==> config.mk <==
export PLATFORM = sky130hd
export DESIGN_NAME = fetch_unit
export DESIGN_NICKNAME = d
export VERILOG_FILES = /design/src/rtl/fetch_unit.sv
export SDC_FILE = /design/constraint.sdc
export NUM_CORES = 1
export LEC_CHECK = 0
export CORE_MARGIN = 4
export CORE_UTILIZATION = 45
export CTS_CLUSTER_DIAMETER = 30
export DETAILED_ROUTE_END_ITERATION = 10
export DONT_BUFFER_PORTS = 1
export GPL_TIMING_DRIVEN = 0
export MAX_ROUTING_LAYER = met4
export PLACE_DENSITY = 0.61
export SLEW_MARGIN = 20
export SYNTH_ARGS = -nofsm -noshare
export SYNTH_HDL_FRONTEND = slang
export SYNTH_SLANG_ARGS = --single-unit
==> constraint.sdc <==
create_clock -name clk -period 4.37 [get_ports clk]
set_input_delay 0.874 -clock clk [delete_from_list [all_inputs] [get_ports clk]]
set_output_delay 0.874 -clock clk [all_outputs]
set_load 0.01 [all_outputs]
==> src/rtl/fetch_unit.sv <==
// Instruction fetch front-end: credit-limited request issue, in-order response buffer, redirect flush.
// Optional same-cycle response bypass is enabled by defining FETCH_UNIT_BYPASS_EN.
module fetch_unit #(
  parameter logic [31:0] RESET_PC  = 32'h0000_0000,
  parameter int          DEPTH     = 2,
  parameter logic [31:0] NOP_INSTR = 32'h0000_0013
) (
  input  logic        clk,
  input  logic        reset,
  input  logic        redirect_valid,
  input  logic [31:0] redirect_pc,
  output logic        imem_req_valid,
  input  logic        imem_req_ready,
  output logic [31:0] imem_req_addr,
  input  logic        imem_rsp_valid,
  input  logic [31:0] imem_rsp_data,
  output logic        out_valid,
  input  logic        out_ready,
  output logic [31:0] out_pc,
  output logic [31:0] out_instr
);
  localparam int AW = $clog2(DEPTH);
  localparam int CW = AW + 1;

  logic [31:0]   fetch_pc_q, fetch_pc_d;
  logic [CW-1:0] outst_q, outst_d;
  logic [CW-1:0] drop_q, drop_d;
  logic [CW-1:0] bf_cnt_q, bf_cnt_d;
  logic [AW-1:0] pq_wr_q, pq_wr_d, pq_rd_q, pq_rd_d;
  logic [AW-1:0] bf_wr_q, bf_wr_d, bf_rd_q, bf_rd_d;
  logic          started_q;

  logic [31:0] pq_mem    [DEPTH];
  logic [31:0] buf_pc    [DEPTH];
  logic [31:0] buf_instr [DEPTH];

  logic          req_fire, rsp_keep, bypass, buf_nonempty;
  logic          buf_push, buf_pop, pq_push, pq_pop;
  logic [CW:0]   in_use;
  logic          unused_addr_lsbs;

  assign unused_addr_lsbs = ^redirect_pc[1:0];

  // Dropped (stale) responses still hold credit until they arrive.
  assign in_use         = {1'b0, outst_q} + {1'b0, bf_cnt_q};
  assign imem_req_valid = started_q && !redirect_valid && (in_use < (CW+1)'(DEPTH));
  assign imem_req_addr  = fetch_pc_q;
  assign req_fire       = imem_req_valid && imem_req_ready;

  assign rsp_keep     = imem_rsp_valid && !redirect_valid && (drop_q == '0);
  assign buf_nonempty = (bf_cnt_q != '0);
`ifdef FETCH_UNIT_BYPASS_EN
  assign bypass = rsp_keep && !buf_nonempty;
`else
  assign bypass = 1'b0;
`endif

  assign out_valid = (buf_nonempty || bypass) && !redirect_valid;
  assign buf_pop   = out_valid && out_ready && buf_nonempty;
  assign buf_push  = rsp_keep && !(bypass && out_ready);
  assign pq_push   = req_fire;
  assign pq_pop    = rsp_keep;

  always_comb begin
    out_pc    = '0;
    out_instr = NOP_INSTR;
    if (out_valid) begin
      if (buf_nonempty) begin
        out_pc    = buf_pc[bf_rd_q];
        out_instr = buf_instr[bf_rd_q];
      end else begin
        out_pc    = pq_mem[pq_rd_q];
        out_instr = imem_rsp_data;
      end
    end
  end

  always_comb begin
    fetch_pc_d = fetch_pc_q;
    outst_d    = outst_q;
    drop_d     = drop_q;
    bf_cnt_d   = bf_cnt_q;
    pq_wr_d    = pq_wr_q;
    pq_rd_d    = pq_rd_q;
    bf_wr_d    = bf_wr_q;
    bf_rd_d    = bf_rd_q;
    if (redirect_valid) begin
      fetch_pc_d = {redirect_pc[31:2], 2'b00};
      outst_d    = outst_q - CW'(imem_rsp_valid);
      drop_d     = outst_q - CW'(imem_rsp_valid);
      bf_cnt_d   = '0;
      pq_wr_d    = '0;
      pq_rd_d    = '0;
      bf_wr_d    = '0;
      bf_rd_d    = '0;
    end else begin
      if (req_fire) fetch_pc_d = fetch_pc_q + 32'd4;
      outst_d = outst_q + CW'(req_fire) - CW'(imem_rsp_valid);
      if (imem_rsp_valid && (drop_q != '0)) drop_d = drop_q - CW'(1);
      if (pq_push) pq_wr_d = pq_wr_q + AW'(1);
      if (pq_pop)  pq_rd_d = pq_rd_q + AW'(1);
      if (buf_push) bf_wr_d = bf_wr_q + AW'(1);
      if (buf_pop)  bf_rd_d = bf_rd_q + AW'(1);
      bf_cnt_d = bf_cnt_q + CW'(buf_push) - CW'(buf_pop);
    end
  end

  always_ff @(posedge clk or posedge reset) begin
    if (reset) begin
      fetch_pc_q <= {RESET_PC[31:2], 2'b00};
      outst_q    <= '0;
      drop_q     <= '0;
      bf_cnt_q   <= '0;
      pq_wr_q    <= '0;
      pq_rd_q    <= '0;
      bf_wr_q    <= '0;
      bf_rd_q    <= '0;
      started_q  <= 1'b0;
    end else begin
      fetch_pc_q <= fetch_pc_d;
      outst_q    <= outst_d;
      drop_q     <= drop_d;
      bf_cnt_q   <= bf_cnt_d;
      pq_wr_q    <= pq_wr_d;
      pq_rd_q    <= pq_rd_d;
      bf_wr_q    <= bf_wr_d;
      bf_rd_q    <= bf_rd_d;
      started_q  <= 1'b1;
    end
  end

  always_ff @(posedge clk) begin
    if (pq_push) pq_mem[pq_wr_q] <= fetch_pc_q;
    if (buf_push) begin
      buf_pc[bf_wr_q]    <= pq_mem[pq_rd_q];
      buf_instr[bf_wr_q] <= imem_rsp_data;
    end
  end
endmodule

==> flow_summary.ini <==
[outcome]
run_status = completed

[setup_path]
critPathRequiredTime_ns = 3.50
rrSetupSlack_ns = 0.91
ff2ff_path_depth = 13
cp-startpoint = bf_cnt_q[0]
path_max_fanout = 10
critPathCapture = out_instr[22]
startpoint_type = flip-flop
timing.critical_path.to_type = output pin
regToRegEndpoint = outst_q[1]
critPathKind = flip-flop to output pin
arrival_ns = 2.71
reg2reg_from = bf_cnt_q[0]

[global_route]
tot_gr_track_use = 0.179
grt_first_pass_wirelength_mm = 31.6
number_of_antenna_violations_at_the_first_check_in_global_routing = 0
largest_net_degree_at_the_start_of_global_routing = 32
globalRouteOverflowTotal = 0
first_global_vias = 5512

[timing]
grt_setup_unrepaired = no
clock-skew-final_ns = 0.0139
final_setup_violation_count = 0
maxSlewHeadroom = 0.374
post-route-period-util = 0.820
period_needed_ns = 3.59
clock.fmax_mhz = 279
fin_tns_setup_ns = 0
worstMarginPinSlew_ns = 0.940
slew_violations = 0
report.final.hold_viol_count = 0

[synth]
synth.top_cells.by_area = sky130_fd_sc_hd__edfxtp_1 (59%), sky130_fd_sc_hd__dfrtp_1 (11%), sky130_fd_sc_hd__mux2i_1 (7.1%)
synth.top_cell.area_share = 0.593
synth.cell_area_um2 = 9330
ys_top_cells_by_count = sky130_fd_sc_hd__edfxtp_1 (184), sky130_fd_sc_hd__nor2_1 (79), sky130_fd_sc_hd__mux2i_1 (66), sky130_fd_sc_hd__dfrtp_1 (41), sky130_fd_sc_hd__nand2_1 (41)
synth_largest_area_cell = sky130_fd_sc_hd__edfxtp_1
yosysSeqAreaShare = 0.703
synth_edf_count = 184
ys_dominant_reg_cell = sky130_fd_sc_hd__edfxtp_1
asyncSetResetFlopFracSynth = 0.182
synth.lib_cells_used.distinct = 53
postSynthRegisterBits = 225
synth_cells = 637
yosys.cell_count.top_type = sky130_fd_sc_hd__edfxtp_1
syn-mean-instance-area_um2 = 14.6
synth_warnings = 0

[clock_tree]
root_buffer = sky130_fd_sc_hd__clkbuf_16
cts_repair_resize_count = 0
post_cts_hold_buffer_count = 0
post_cts.repair.setup_buffers = 0
cts.path.max_buffers = 3
numClockSinks = 225
clkSlewWorstSetupHoldPaths_ns = 0.05
clock_tree_from_tritoncts = built
cts_htree_levels = 2
cts_inserted_buffers = 38
clkLatencyLatePin_ns = 0.50

[detailed_routing]
drt-vias-per-instance = 5.49
remaining_design_rule_violation_count = 0
first_pass_iters = 5
route.final.wire_length_mm = 20.1
drt_first_iter_violations = 339
detail-route-antenna-nets = 0
post_detailed_route_wirelength_per_cell_um = 20.4
via_count = 5411

[floorplan]
core_um2 = 20300
die_height_um = 152
num_rows = 52
floorplan.initialDensity = 0.459
die_w_um = 152
floorplan.die_area_um2 = 23100
io-pin-count = 168

[cells_and_area]
filler_cell_count = 1692
finalNetCount = 765
layout-drive-gt1-share = 0.166
antenna_cells_inserted = 0
layout.core_utilization = 0.549
syn2layout_area_growth_pct = 19.4
final_area_um2 = 11100

[placement]
port-buffer-count = 0
detailed_place_hpwl_mm = 14.0
place.gp.congestion = 0.855
dpl-instance-area_um2 = 9880

[pwr]
cell_area_power_density_nw_per_um2 = 572
power.leakage_nw = 3.88
ir_worst_vdd_uv = 281

[flow_run]
number_of_max_capacitance_violations_reported = 0

[min_path]
holdCritPathClass = input pin to asynchronous set/reset pin
[worst min-delay path by stage]
stage | startpoint | to | slack (ns) | cells after the start
floorplan | outst_q[1] | outst_q[1] | 0.52 | 1
global placement | drop_q[1] | drop_q[1] | 0.54 | 2
detailed placement | outst_q[1] | outst_q[1] | 0.54 | 1
CTS | reset | imem_req_addr[21] | 0.19 | 1
global route | reset | imem_req_addr[21] | 0.20 | 1
finish | reset | imem_req_addr[21] | 0.20 | 1
[area by class of cell]
type                       count  area, um^2  area share
buffer                        32         168      0.0151
tap                          270         338      0.0303
multi-input combinational    363        2570       0.230
clock buffer                  45         998      0.0897
clock inverter                24         254      0.0228
timing repair buffer           7         185      0.0166
sequential                   225        6550       0.588
inverter                      20        75.1     0.00674
[routing by layer]
layer | vias to the layer above | share of wire | track usage | routed length, um
met1 | 2633 | 0.40 | 0.216 | 8040
met3 | 37 | 0.089 | 0.0603 | 1800
met5 | - | 0 | - | 0
met4 | 0 | 0.024 | 0.0625 | 475
li1 | 2501 | - | - | -
met2 | 240 | 0.49 | 0.285 | 9790
[cell usage in the layout (no fill, tap or decap), types with 5 or more instances in the layout]
| cell type | n |
|---|---|
| sky130_fd_sc_hd__a21oi_1 | 5 |
| sky130_fd_sc_hd__a221o_1 | 10 |
| sky130_fd_sc_hd__and3_1 | 5 |
| sky130_fd_sc_hd__buf_1 | 9 |
| sky130_fd_sc_hd__buf_16 | 6 |
| sky130_fd_sc_hd__clkbuf_1 | 19 |
| sky130_fd_sc_hd__clkbuf_16 | 39 |
| sky130_fd_sc_hd__clkinv_1 | 6 |
| sky130_fd_sc_hd__conb_1 | 5 |
| sky130_fd_sc_hd__dfrtp_1 | 41 |
| sky130_fd_sc_hd__edfxtp_1 | 184 |
| sky130_fd_sc_hd__ha_1 | 7 |
| sky130_fd_sc_hd__inv_1 | 18 |
| sky130_fd_sc_hd__mux2_2 | 30 |
| sky130_fd_sc_hd__mux2i_1 | 66 |
| sky130_fd_sc_hd__nand2_1 | 41 |
| sky130_fd_sc_hd__nand3_1 | 16 |
| sky130_fd_sc_hd__nand4_1 | 8 |
| sky130_fd_sc_hd__nor2_1 | 76 |
| sky130_fd_sc_hd__o21ai_0 | 22 |
| sky130_fd_sc_hd__o311ai_0 | 8 |
| sky130_fd_sc_hd__xnor2_1 | 6 |
[where the power goes]
group | switching, W | internal [W] | total, W
logic | 0.000476 | 0.000321 | 0.000796
clock network | 0.000969 | 0.00188 | 0.00285
registers | 0.000167 | 0.00255 | 0.00272
total | 0.00161 | 0.00475 | 0.00637
[kinds of logic after synthesis]
logic type / count (synthesis) / synth area share
multiplexers: 96 / 0.107
adder cells (fa/ha/maj): 8 / 0.0115
AO/OA/AOI/OAI: 65 / 0.0496
XOR/XNOR: 9 / 0.00845
flip-flops: 225 / 0.703
buffers and inverters: 52 / 0.0260
other: 2 / 0.000805
AND/OR/NAND/NOR: 180 / 0.0939
[registers in the layout (all words and copies together), names as in the netlist]
name           count
drop_q             2
buf_pc            60
imem_req_addr     30
pq_rd_q            1
started_q          1
bf_wr_q            1
pq_mem            60
outst_q            2
pq_wr_q            1
buf_instr         64
bf_rd_q            1
bf_cnt_q           2
[stage by stage]
| step | std cells | setup WS [ns] | hold WS, ns | power (W) |
|---|---|---|---|---|
| 2_1_floorplan | 640 | -0.197 | 0.515 | 0.00331 |
| 4_1_cts | 986 | 0.675 | 0.194 | 0.00643 |
| 3_5_place_dp | 917 | 0.777 | 0.542 | 0.00357 |
| 3_3_place_gp | 910 | -2.06 | 0.535 | 0.00352 |
| 5_1_grt | 986 | 0.573 | 0.199 | 0.00666 |
| 6_report | 986 | 0.785 | 0.203 | 0.00637 |
[worst max-delay path: stages (launching register included)]
cell and delay, ns:
sky130_fd_sc_hd__dfrtp_1 0.40, sky130_fd_sc_hd__o21ai_1 0.69, sky130_fd_sc_hd__clkbuf_1 0.51, sky130_fd_sc_hd__buf_1 0.43, sky130_fd_sc_hd__nor2_1 0.17
Power figures use the tool's default switching activity.
